<file path="config.mk">
export PLATFORM = sky130hd
export DESIGN_NAME = baseball_solver
export DESIGN_NICKNAME = d
export VERILOG_FILES = /design/src/rtl/baseball_solver_pkg.sv /design/src/rtl/baseball_solver_score.sv /design/src/rtl/baseball_solver.sv
export SDC_FILE = /design/constraint.sdc
export NUM_CORES = 1
export LEC_CHECK = 0
export CAP_MARGIN = 20
export CELL_PAD_IN_SITES_DETAIL_PLACEMENT = 2
export CELL_PAD_IN_SITES_GLOBAL_PLACEMENT = 2
export CORE_AREA = 10 10 217 219
export DETAILED_ROUTE_END_ITERATION = 12
export DIE_AREA = 0 0 227 229
export PLACE_DENSITY_LB_ADDON = 0.3
export SYNTH_ARGS = -nofsm -noshare
export SYNTH_HDL_FRONTEND = slang
export SYNTH_HIERARCHICAL = 1
export SYNTH_SLANG_ARGS = --single-unit
</file>
<file path="constraint.sdc">
create_clock -name clk -period 12.55 [get_ports clk]
set_input_delay 1.8825 -clock clk [delete_from_list [all_inputs] [get_ports clk]]
set_output_delay 1.8825 -clock clk [all_outputs]
set_load 0.05 [all_outputs]
</file>
<file path="src/rtl/baseball_solver_pkg.sv">
// Shared constants, state encoding and candidate helpers for the number-baseball solver.
// Codes are four BCD nibbles, most significant digit in [15:12].
package baseball_solver_pkg;

    localparam int          DIGIT_W    = 4;
    localparam int          NUM_DIGITS = 4;
    localparam logic [15:0] FIRST_CAND = 16'h0123;
    localparam logic [15:0] LAST_CAND  = 16'h9876;

    typedef enum logic [2:0] {
        ST_IDLE,
        ST_SEARCH,
        ST_CHECK,
        ST_ASK,
        ST_WAIT,
        ST_RECORD,
        ST_DONE,
        ST_FAIL
    } state_t;

    // A candidate is usable only if every nibble is a decimal digit and no digit repeats.
    function automatic logic cand_valid(input logic [15:0] c);
        logic ok;
        ok = 1'b1;
        for (int i = 0; i < NUM_DIGITS; i++) begin
            if (c[i*DIGIT_W +: DIGIT_W] > 4'd9) ok = 1'b0;
            for (int j = i + 1; j < NUM_DIGITS; j++) begin
                if (c[i*DIGIT_W +: DIGIT_W] == c[j*DIGIT_W +: DIGIT_W]) ok = 1'b0;
            end
        end
        return ok;
    endfunction

    function automatic logic [15:0] bcd_inc(input logic [15:0] c);
        logic [15:0] r;
        logic        carry;
        r     = c;
        carry = 1'b1;
        for (int k = 0; k < NUM_DIGITS; k++) begin
            if (carry) begin
                if (r[k*DIGIT_W +: DIGIT_W] >= 4'd9) begin
                    r[k*DIGIT_W +: DIGIT_W] = 4'd0;
                end else begin
                    r[k*DIGIT_W +: DIGIT_W] = r[k*DIGIT_W +: DIGIT_W] + 4'd1;
                    carry = 1'b0;
                end
            end
        end
        return r;
    endfunction

endpackage

</file>
<file path="src/rtl/baseball_solver_score.sv">
// Combinational strike/ball scorer: strike counts equal digits in equal positions,
// ball counts digits of q found in a at a different position.
module baseball_solver_score
    import baseball_solver_pkg::*;
(
    input  logic [15:0] a,
    input  logic [15:0] q,
    output logic [2:0]  strike,
    output logic [2:0]  ball
);

    always_comb begin
        strike = 3'd0;
        ball   = 3'd0;
        for (int i = 0; i < NUM_DIGITS; i++) begin
            for (int j = 0; j < NUM_DIGITS; j++) begin
                if (a[i*DIGIT_W +: DIGIT_W] == q[j*DIGIT_W +: DIGIT_W]) begin
                    if (i == j) strike = strike + 3'd1;
                    else        ball   = ball + 3'd1;
                end
            end
        end
    end

endmodule

</file>
<file path="src/rtl/baseball_solver.sv">
// Number-baseball solver: asks the first ascending candidate consistent with every recorded
// reply until the grader reports all four strikes, the candidates run out, or the channel stalls.
module baseball_solver
    import baseball_solver_pkg::*;
#(
    parameter int MAX_GUESS = 16,
    parameter int TIMEOUT   = 200
) (
    input  logic        clk,
    input  logic        reset,
    input  logic        start,
    output logic [15:0] question,
    output logic        ask_valid,
    input  logic        reply_ready,
    input  logic        reply_valid,
    output logic        ask_ready,
    input  logic [2:0]  strike,
    input  logic [2:0]  ball,
    input  logic        correct,
    output logic        done,
    output logic        fail,
    output logic [15:0] solution,
    output logic [4:0]  guesses,
    output state_t      dbg_state
);

    localparam int N_W   = $clog2(MAX_GUESS + 1);
    localparam int IDX_W = (MAX_GUESS > 1) ? $clog2(MAX_GUESS) : 1;
    localparam int TO_W  = $clog2(TIMEOUT + 1);

    state_t           state, state_next;
    logic [15:0]      cand;
    logic [N_W-1:0]   n;
    logic [IDX_W-1:0] idx;
    logic [TO_W-1:0]  idle_cnt;
    logic [2:0]       r_strike, r_ball;
    logic             r_correct;
    logic [15:0]      hist_g [MAX_GUESS];
    logic [2:0]       hist_s [MAX_GUESS];
    logic [2:0]       hist_b [MAX_GUESS];
    logic [2:0]       sc_strike, sc_ball;
    logic             ask_xfer, reply_xfer, timeout, last_entry;
    logic             new_game, inc_cand, push, win;

    baseball_solver_score u_score (
        .a      (cand),
        .q      (hist_g[idx]),
        .strike (sc_strike),
        .ball   (sc_ball)
    );

    // Handshake: a question moves when ask_valid & reply_ready, a reply when reply_valid & ask_ready;
    // both are sampled on the rising clock edge and the two valids are never raised together.
    assign ask_valid  = (state == ST_ASK);
    assign ask_ready  = (state == ST_WAIT);
    assign question   = ask_valid ? cand : 16'h0000;
    assign done       = (state == ST_DONE);
    assign fail       = (state == ST_FAIL);
    assign dbg_state  = state;
    assign ask_xfer   = ask_valid & reply_ready;
    assign reply_xfer = reply_valid & ask_ready;
    assign timeout    = (idle_cnt == TO_W'(TIMEOUT - 1));
    assign last_entry = ((N_W'(idx) + N_W'(1)) == n);

    always_comb begin
        state_next = state;
        new_game   = 1'b0;
        inc_cand   = 1'b0;
        push       = 1'b0;
        win        = 1'b0;
        case (state)
            ST_IDLE, ST_DONE, ST_FAIL: begin
                if (start) begin
                    new_game   = 1'b1;
                    state_next = ST_SEARCH;
                end
            end
            ST_SEARCH: begin
                if (cand_valid(cand)) state_next = ST_CHECK;
                else                  inc_cand   = 1'b1;
            end
            ST_CHECK: begin
                if (n == '0) begin
                    state_next = ST_ASK;
                end else if (sc_strike != hist_s[idx] || sc_ball != hist_b[idx]) begin
                    inc_cand   = 1'b1;
                    state_next = ST_SEARCH;
                end else if (last_entry) begin
                    state_next = ST_ASK;
                end
            end
            ST_ASK: begin
                if (ask_xfer)     state_next = ST_WAIT;
                else if (timeout) state_next = ST_FAIL;
            end
            ST_WAIT: begin
                if (reply_xfer)   state_next = ST_RECORD;
                else if (timeout) state_next = ST_FAIL;
            end
            ST_RECORD: begin
                if (r_correct || r_strike == 3'd4) begin
                    win        = 1'b1;
                    state_next = ST_DONE;
                end else if (n == N_W'(MAX_GUESS)) begin
                    state_next = ST_FAIL;
                end else begin
                    push       = 1'b1;
                    inc_cand   = 1'b1;
                    state_next = ST_SEARCH;
                end
            end
            default: state_next = ST_IDLE;
        endcase
        // Stepping beyond the last legal code means no candidate is left.
        if (inc_cand && cand == LAST_CAND) state_next = ST_FAIL;
    end

    always_ff @(posedge clk) begin
        if (!reset) begin
            state     <= ST_IDLE;
            cand      <= FIRST_CAND;
            n         <= '0;
            idx       <= '0;
            idle_cnt  <= '0;
            r_strike  <= 3'd0;
            r_ball    <= 3'd0;
            r_correct <= 1'b0;
            solution  <= 16'h0000;
            guesses   <= 5'd0;
        end else begin
            state <= state_next;
            if (new_game) begin
                cand     <= FIRST_CAND;
                n        <= '0;
                guesses  <= 5'd0;
                solution <= 16'h0000;
            end
            if (inc_cand) cand <= bcd_inc(cand);
            if (push)     n    <= n + N_W'(1);
            if (win)      solution <= cand;
            idx <= (state == ST_CHECK) ? idx + IDX_W'(1) : '0;
            // Any state change (entry, transfer, exit) restarts the stall counter.
            if (state_next != state)                    idle_cnt <= '0;
            else if (state == ST_ASK || state == ST_WAIT) idle_cnt <= idle_cnt + TO_W'(1);
            if (ask_xfer && guesses != 5'd31) guesses <= guesses + 5'd1;
            if (reply_xfer) begin
                r_strike  <= strike;
                r_ball    <= ball;
                r_correct <= correct;
            end
        end
    end

    always_ff @(posedge clk) begin
        if (push) begin
            hist_g[n[IDX_W-1:0]] <= cand;
            hist_s[n[IDX_W-1:0]] <= r_strike;
            hist_b[n[IDX_W-1:0]] <= r_ball;
        end
    end

endmodule
</file>
==> results of run 1 <==
[cells by family after synthesis]
group | count (synthesis) | share of synthesized area (%)
flip-flops | 416 | 62.5
AO/OA/AOI/OAI | 214 | 8.02
multiplexers | 144 | 10.7
buffers and inverters | 101 | 2.21
AND/OR/NAND/NOR | 291 | 7.88
XOR/XNOR | 129 | 6.28
adder cells (fa/ha/maj) | 36 | 2.38
[Yosys cell counts, types with 10 or more instances]
library cell / number
sky130_fd_sc_hd__a21oi_1: 33
sky130_fd_sc_hd__a221oi_1: 34
sky130_fd_sc_hd__a22oi_1: 32
sky130_fd_sc_hd__and2_1: 12
sky130_fd_sc_hd__clkbuf_1: 54
sky130_fd_sc_hd__dfxtp_1: 64
sky130_fd_sc_hd__edfxtp_1: 352
sky130_fd_sc_hd__ha_1: 36
sky130_fd_sc_hd__inv_1: 25
sky130_fd_sc_hd__mux2_2: 17
sky130_fd_sc_hd__mux2i_1: 82
sky130_fd_sc_hd__mux4_2: 42
sky130_fd_sc_hd__nand2_1: 76
sky130_fd_sc_hd__nand2b_1: 13
sky130_fd_sc_hd__nand3_1: 21
sky130_fd_sc_hd__nand4_1: 16
sky130_fd_sc_hd__nor2_1: 70
sky130_fd_sc_hd__nor3_1: 19
sky130_fd_sc_hd__nor4_1: 18
sky130_fd_sc_hd__o2111ai_1: 10
sky130_fd_sc_hd__o211ai_1: 11
sky130_fd_sc_hd__o21ai_0: 33
sky130_fd_sc_hd__xnor2_1: 53
sky130_fd_sc_hd__xor2_1: 71
[repair_timing]
| item | 4_1_cts | 5_1_grt |
|---|---|---|
| resized for setup | 0 | 0 |
| endpoints found under the setup margin | 0 | 4 |
| endpoints found under the hold margin | 0 | 0 |
| buffers inserted | 0 | 1 |
[sequential cells by signal, indices dropped and copies added (netlist names)]
register and cells:
cand 16, dbg_state 3, guesses 5, hist_b 48, hist_g 256, hist_s 48, idle_cnt 8, idx 4
n 5, r_ball 3, r_correct 1, r_strike 3, solution 16
[report_power, final]
group | total, mW | internal [mW] | switching, mW
clock network | 1.39 | 0.813 | 0.575
logic | 0.204 | 0.0763 | 0.128
registers | 1.49 | 1.48 | 0.0114
total | 3.08 | 2.37 | 0.714
[layer usage]
metal  track usage [%]  part of all wire [%]
met5                 0                     0
met4              10.7                   3.9
met3              5.11                   6.0
met2              42.9                    51
met1              29.8                    39
[critical path: cells and delay by family, from the launching register on]
family          cells  cell delay, ps
fa+ha+maj          10            3040
simple gates       12            2980
mux                 3             950
compound gates     12            2480
flops               1             800
buf+inv             5             540
xor+xnor            4             970
[area by class of cell]
class,instances,area [um^2],share of cell area (%)
sequential,416,11900,54.1
multi-input combinational,814,6740,30.8
clock buffer,69,1330,6.06
timing repair buffer,114,1020,4.66
tap,546,683,3.12
clock inverter,15,178,0.811
inverter,26,97.6,0.445
[stage by stage]
| step | power, mW | setup slack, ps | hold WS [ps] | cells | util [%] |
|---|---|---|---|---|---|
| after floorplan | 1.66 | 2470 | 449 | 1331 | - |
| after global placement | 1.70 | 1960 | 469 | 1907 | 47.6 |
| after detailed placement | 1.71 | 929 | 481 | 1908 | 47.6 |
| after CTS | 3.09 | 361 | 490 | 1992 | 51.1 |
| after global routing | 3.16 | 224 | 517 | 2000 | 51.3 |
| final | 3.08 | 612 | 484 | 2000 | 51.3 |
[worst max-delay path by stage]
stage                           start                  endpoint  slack [ps]
floorplan           idx[0]$_SDFF_PN0_  idle_cnt[0]$_SDFFE_PP0P_        2470
CTS                 idx[2]$_SDFF_PN0_  idle_cnt[5]$_SDFFE_PP0P_         360
detailed placement  idx[2]$_SDFF_PN0_  idle_cnt[7]$_SDFFE_PP0P_         930
finish              idx[2]$_SDFF_PN0_  idle_cnt[7]$_SDFFE_PP0P_         610
global placement    idx[2]$_SDFF_PN0_  idle_cnt[7]$_SDFFE_PP0P_        1960
global route        idx[0]$_SDFF_PN0_  idle_cnt[4]$_SDFFE_PP0P_         220
==> qor_table.md, run 1 <==
| Item | Value |
|:---|:---|
| Run status | complete, no violations |
| Critical path data arrival time | 12,400 ps |
| Synth warn | 6 |
| R2R cell count | 46 |
| DRC Markers | 0 |
| Clock transition at the register clock pins on the worst setup and hold paths after CTS | 60 ps |
| RSZ-0062 raised after global routing | false |
| Area share of the largest cell type after synthesis | 55.7% |
| Transition time of the tightest slew-check pin | 1150 ps |
| Critical register-to-register path startpoint | idx[2]$_SDFF_PN0_ |
| TritonCTS clock tree | yes |
| Yosys top cell by area | sky130_fd_sc_hd__edfxtp_1 |
| Element type at the critical path end | flip-flop |
| Ports | 56 |
| Data required time of the worst path | 13,010 ps |
| Final global-route overflow total | 0 |
| Critical path's largest stage delay | 800 ps |
| Wire length of the first global-routing pass | 96.4 mm |
| Max-capacitance violation count | 0 |
| R2r endpoint | idle_cnt[7]$_SDFFE_PP0P_ |
| CP max stage cell | sky130_fd_sc_hd__dfxtp_1 |
| Filler Cell Count | 3,889 |
| Drt wl/cell | 32.7 um |
| Number of DRC markers after the initial detailed-route iteration | 1,061 |
| Final weighted congestion of routability-driven global placement | 0.816 |
| Initial antenna violation count | 0 |
| Fin crit period | 11,940 ps |
| Cell area reported after detailed placement | 20,300 um^2 |
| Count of flip-flops with a built-in enable after synthesis | 352 |
| Final standard cell area without fillers | 21,900 um^2 |
| Port Buffer Count | 55 |
| Site Rows | 76 |
| Die area | 52,000 um^2 |
| TritonCTS Buffers | 45 |
| Leak Pwr | 7.24 nW |
| Top_reg_cell synth | sky130_fd_sc_hd__edfxtp_1 |
| Clock tree root driver cell | sky130_fd_sc_hd__clkbuf_16 |
| Relative area change from synthesis to final layout | 15.6% |
| Leading cell type in the layout, fill and taps excluded | sky130_fd_sc_hd__edfxtp_1 |
| Mean cell area of the mapped netlist | 14.2 um^2 |
| Most numerous cell on the critical path | sky130_fd_sc_hd__ha_1 |
| Async set-reset flop share out of synthesis | 0% |
| Largest cells by area after synthesis | sky130_fd_sc_hd__edfxtp_1 56%, sky130_fd_sc_hd__dfxtp_1 6.8%, sky130_fd_sc_hd__mux4_2 5.0%, sky130_fd_sc_hd__mux2i_1 4.3%, sky130_fd_sc_hd__xor2_1 3.3% |
| Core footprint | 42,700 um^2 |
| Clock insertion delay at the later pin of the skew report | 590 ps |
| F_max | 0.0838 GHz |
| HPWL after DPL | 40.2 mm |
| Largest net degree at the start of global routing | 45 |
| Total standard cell area after synthesis | 19,000 um^2 |
| Startpoint kind of the worst setup timing path | flip-flop |
| Peak ir drop on the vdd network | 0.0957 mV |
| Hold path startpoint | r_correct$_SDFFE_PN0P_ |
| Post-synthesis instance total | 1,331 |
| Biggest fanout along the worst timing path | 19 |
| Worst slew slack as a fraction of its limit | 22.6% |
| Type of the tightest min-delay check | reg -> reg |
| Number of hold-slack violations in the final timing report | 0 |
| Ratio of total power to cell area | 141 nW/um^2 |
| Count of H-tree levels built during CTS | 2 |
| Hold-fix buffers, CTS | 0 |
| Via/cell ratio | 6.33 |
| Final TNS setup | 0 ps |
| Slew Limit Fails | 0 |
| Reg2Reg Setup Slack | 610 ps |
| Hold path cells | 2 |
| Synth Register Bits | 416 |
| Antenna Diode Count | 0 |
| Total nets after synthesis | 1,379 |
| Library cells used by synthesis | 68 |
| Period Utilization, post-route | 95.1% |
| Number of vias after detailed routing | 12,700 |
| CTS max path bufs | 3 |
| Crit path kind | reg -> reg |
| GRT Util Overall | 25.0% |
| Number of routed nets with antenna violations | 0 |
| Number of global-route vias before repair | 14,000 |
| Most frequent cells in the layout | 352 x sky130_fd_sc_hd__edfxtp_1, 82 x sky130_fd_sc_hd__mux2i_1, 76 x sky130_fd_sc_hd__nand2_1, 71 x sky130_fd_sc_hd__xor2_1, 62 x sky130_fd_sc_hd__dfxtp_1 |
| Starting density of the core | 44.4% |
| Net count of the finished layout | 1,465 |
| Worst clock skew | 25.2 ps |
| Sink of the worst hold path | r_correct$_SDFFE_PN0P_ |
| Number of failing setup endpoints in the final timing report | 0 |
| Vertical die dimension | 229 um |
| Pre-Repair DR Iteration Count | 5 |
| Total number of clock tree sinks | 416 |
| Final routed wirelength across all metal layers | 65.4 mm |
| Sequential share of the synthesized area | 62.5% |
| Proportion of layout cells with a drive suffix above 1 | 14.9% |
| Horiz. Die Dim | 227 um |
(Power assumes the default switching activity.)
==> inputs of run 2 (changes only) <==
--- a/config.mk
+++ b/config.mk
@@ -8,10 +8,11 @@
 export CAP_MARGIN = 20
 export CELL_PAD_IN_SITES_DETAIL_PLACEMENT = 2
 export CELL_PAD_IN_SITES_GLOBAL_PLACEMENT = 2
-export CORE_AREA = 10 10 217 219
+export CORE_AREA = 2 2 249 177
 export DETAILED_ROUTE_END_ITERATION = 12
-export DIE_AREA = 0 0 227 229
+export DIE_AREA = 0 0 251 179
 export PLACE_DENSITY_LB_ADDON = 0.3
+export SKIP_LAST_GASP = 1
 export SYNTH_ARGS = -nofsm -noshare
 export SYNTH_HDL_FRONTEND = slang
 export SYNTH_HIERARCHICAL = 1
==> run 2 against run 1 <==
  * Wire length is 5.0% lower
  * Fmax up 2.4%
  * Setup slack gained 280 ps
  * Clock skew down 14 ps
  * Largest cell class unchanged
  * Global-route usage grew 3.0 points
  * Largest power group unchanged
  * Sequential power about the same
  * First-iteration DRC count down 1.4%
  * Critical path depth shrank 2
  * Cell area fell by 0.69%
  * Via count shrank 2.2%
==> qor_table.md, run 2 (synthesis results as in run 1) <==
| Item | Value | vs previous |
|:---|:---|:---|
| Hold-fix buffers, CTS | 0 | unchanged |
| CP max stage cell | sky130_fd_sc_hd__nor2b_2 | was sky130_fd_sc_hd__dfxtp_1 |
| Final routed wirelength across all metal layers | 62.1 mm | was 65.4 mm |
| Final global-route overflow total | 0 | unchanged |
| Total Power Consumption | 2.93 mW | was 3.08 mW |
| Number of hold-slack violations in the final timing report | 0 | unchanged |
| Core footprint | 42,900 um^2 | was 42,700 um^2 |
| CTS max path bufs | 3 | unchanged |
| Critical path data arrival time | 12,090 ps | was 12,400 ps |
| Family with the most delay on the worst path | simple AND/OR/NAND/NOR gates | was adder cells |
| Total number of clock tree sinks | 416 | unchanged |
| Number of vias after detailed routing | 12,400 | was 12,700 |
| Number of DRC markers after the initial detailed-route iteration | 1,046 | was 1,061 |
| Net switching component of the power | 679 uW | was 714 uW |
| Ratio of total power to cell area | 135 nW/um^2 | was 141 nW/um^2 |
| Type of the tightest min-delay check | reg -> reg | unchanged |
| Largest register FFs | 256 | unchanged |
| Transition time of the tightest slew-check pin | 1090 ps | was 1150 ps |
| Number of routed nets with antenna violations | 0 | unchanged |
| Run status | complete, no violations | unchanged |
| Vertical die dimension | 179 um | was 229 um |
| Switching Fraction | 23.2% | about the same |
| R2r endpoint | idle_cnt[7]$_SDFFE_PP0P_ | unchanged |
| Cell area reported after detailed placement | 20,400 um^2 | was 20,300 um^2 |
| Pre-Repair DR Iteration Count | 5 | unchanged |
| Antenna Diode Count | 0 | unchanged |
| Peak ir drop on the vdd network | 0.0947 mV | was 0.0957 mV |
| Clock insertion delay at the later pin of the skew report | 550 ps | was 590 ps |
| Largest net degree at the start of global routing | 47 | was 45 |
| Sink of the worst hold path | r_correct$_SDFFE_PN0P_ | unchanged |
| GRT Util Overall | 27.9% | was 25.0% |
| Hold path cells | 2 | unchanged |
| Biggest fanout along the worst timing path | 25 | was 19 |
| Clock transition at the register clock pins on the worst setup and hold paths after CTS | 60 ps | about the same |
| Via/cell ratio | 6.17 | was 6.33 |
| Final worst setup slack | 889 ps | was 612 ps |
| Most numerous cell on the critical path | sky130_fd_sc_hd__ha_1 | unchanged |
| Initial antenna violation count | 0 | unchanged |
| Number of failing setup endpoints in the final timing report | 0 | unchanged |
| Proportion of layout cells with a drive suffix above 1 | 14.3% | was 14.9% |
| TritonCTS clock tree | yes | unchanged |
| Leak Pwr | 7.14 nW | was 7.24 nW |
| Reg2Reg Setup Slack | 890 ps | was 610 ps |
| Period Utilization, post-route | 92.9% | was 95.1% |
| Most frequent cells in the layout | 352 x sky130_fd_sc_hd__edfxtp_1, 82 x sky130_fd_sc_hd__mux2i_1, 76 x sky130_fd_sc_hd__nand2_1, 71 x sky130_fd_sc_hd__xor2_1, 62 x sky130_fd_sc_hd__dfxtp_1 | unchanged |
| Port Buffer Count | 55 | unchanged |
| Worst clock skew | 11.0 ps | was 25.2 ps |
| Die area | 44,900 um^2 | was 52,000 um^2 |
| Utilization after layout | 50.7% | was 51.3% |
| Drt wl/cell | 31.0 um | was 32.7 um |
| Hold path startpoint | r_correct$_SDFFE_PN0P_ | unchanged |
| Startpoint kind of the worst setup timing path | flip-flop | unchanged |
| Net count of the finished layout | 1,461 | was 1,465 |
| Final weighted congestion of routability-driven global placement | 0.794 | was 0.816 |
| Count of H-tree levels built during CTS | 2 | unchanged |
| Final standard cell area without fillers | 21,800 um^2 | was 21,900 um^2 |
| Number of global-route vias before repair | 13,500 | was 14,000 |
| Filler Cell Count | 4,012 | was 3,889 |
| Slew Limit Fails | 0 | unchanged |
| Gate power share | 6.7% | was 6.6% |
| Bufs and invs on worst path | 4 | was 5 |
| Ports | 56 | unchanged |
| Max-capacitance violation count | 0 | unchanged |
| Horiz. Die Dim | 251 um | was 227 um |
| Proportion of power drawn by flip-flops and latches | 50.9% | was 48.3% |
| Element type at the critical path end | flip-flop | unchanged |
| Relative area change from synthesis to final layout | 14.8% | was 15.6% |
| Post-Place Setup Slack | 1150 ps | was 929 ps |
| Wire length of the first global-routing pass | 91.1 mm | was 96.4 mm |
| Data required time of the worst path | 12,980 ps | was 13,010 ps |
| TritonCTS Buffers | 43 | was 45 |
| RSZ-0062 raised after global routing | false | unchanged |
| HPWL after DPL | 39.3 mm | was 40.2 mm |
| Number of gates resized after cts | 0 | unchanged |
| Starting density of the core | 44.2% | was 44.4% |
| Internal Pwr Total | 2.25 mW | was 2.37 mW |
| Leading cell type in the layout, fill and taps excluded | sky130_fd_sc_hd__edfxtp_1 | unchanged |
| Crit path kind | reg -> reg | unchanged |
| DRC Markers | 0 | unchanged |
| Worst slew slack as a fraction of its limit | 26.5% | was 22.6% |
| Relative contribution of the clock network to total power | 42.4% | was 45.0% |
| Number of buffers inserted to repair setup after CTS | 0 | unchanged |
| Critical register-to-register path startpoint | idx[1]$_SDFF_PN0_ | was idx[2]$_SDFF_PN0_ |
| Critical path's largest stage delay | 800 ps | about the same |
| Final TNS setup | 0 ps | unchanged |
| Site Rows | 64 | was 76 |
| R2R cell count | 44 | was 46 |
| Fin crit period | 11,660 ps | was 11,940 ps |
| F_max | 0.0858 GHz | was 0.0838 GHz |
| Clock tree root driver cell | sky130_fd_sc_hd__clkbuf_16 | unchanged |
==> run 2: cell count changes in the layout (fill, tap and decap cells not counted) <==
cell                         change
sky130_fd_sc_hd__buf_4           -1
sky130_fd_sc_hd__buf_12          +1
sky130_fd_sc_hd__clkinv_1        +6
sky130_fd_sc_hd__clkbuf_1        -5
sky130_fd_sc_hd__clkinv_2        +3
sky130_fd_sc_hd__inv_6           -2
sky130_fd_sc_hd__clkbuf_2        -1
sky130_fd_sc_hd__clkbuf_8        -6
sky130_fd_sc_hd__clkinv_4        +1
sky130_fd_sc_hd__clkinvlp_4      +2
sky130_fd_sc_hd__bufinv_16       -2
sky130_fd_sc_hd__clkbuf_16       -2
sky130_fd_sc_hd__buf_2           -2
==> run 2: worst max path at each step <==
stage                     slack [ps]         startpoint                        to  depth (start not counted)
after floorplan                 2470  idx[0]$_SDFF_PN0_  idle_cnt[0]$_SDFFE_PP0P_                         47
after global placement          1880  idx[1]$_SDFF_PN0_  idle_cnt[7]$_SDFFE_PP0P_                         44
after detailed placement        1150  idx[1]$_SDFF_PN0_  idle_cnt[7]$_SDFFE_PP0P_                         44
after CTS                        950  idx[1]$_SDFF_PN0_  idle_cnt[7]$_SDFFE_PP0P_                         44
after global routing             320  idx[1]$_SDFF_PN0_  idle_cnt[7]$_SDFFE_PP0P_                         45
final                            890  idx[1]$_SDFF_PN0_  idle_cnt[7]$_SDFFE_PP0P_                         44
==> run 2: per-layer routing <==
metal / part of all wire, % / global-route usage (%) / up-vias / wire length [um]
met3: 6.2 / 4.53 / 74 / 3830
met4: 1.5 / 5.33 / 0 / 941
li1: - / - / 5304 / -
met1: 44 / 38.7 / 6601 / 27600
met2: 48 / 47.0 / 398 / 29800
met5: 0 / 0 / - / 0
==> run 2: per-stage QoR <==
stage,cells,hold slack [ps]
after floorplan,1331,449
after global placement,1924,461
after detailed placement,1925,472
after CTS,2003,482
after global routing,2007,523
final,2007,476
==> run 2: worst register-to-register path: cells and delay by family, from the launching register on <==
family / cells / cell delay (ps)
simple gates: 12 / 3490
fa+ha+maj: 9 / 2700
compound gates: 12 / 2170
mux: 3 / 1000
buf+inv: 4 / 860
xor+xnor: 4 / 840
flops: 1 / 470
==> run 2: final cells by class <==
class                           count  area [um^2]  area share, %
Clock buffer                       55         1160           5.35
Tap cell                          561          702           3.23
Clock inverter                     23          161          0.742
Sequential cell                   416        11900           54.5
Multi-Input combinational cell    814         6740           31.0
Timing Repair Buffer              112         1030           4.74
Inverter                           26         97.6          0.449
==> run 2: power groups by stage <==
stage                     registers [mW]  clock network [mW]  logic, mW
after floorplan                     1.52                   0      0.140
after global placement              1.52                   0      0.186
after detailed placement            1.52                   0      0.192
after CTS                           1.49                1.26      0.195
after global routing                1.49                1.31      0.212
final                               1.49                1.24      0.197
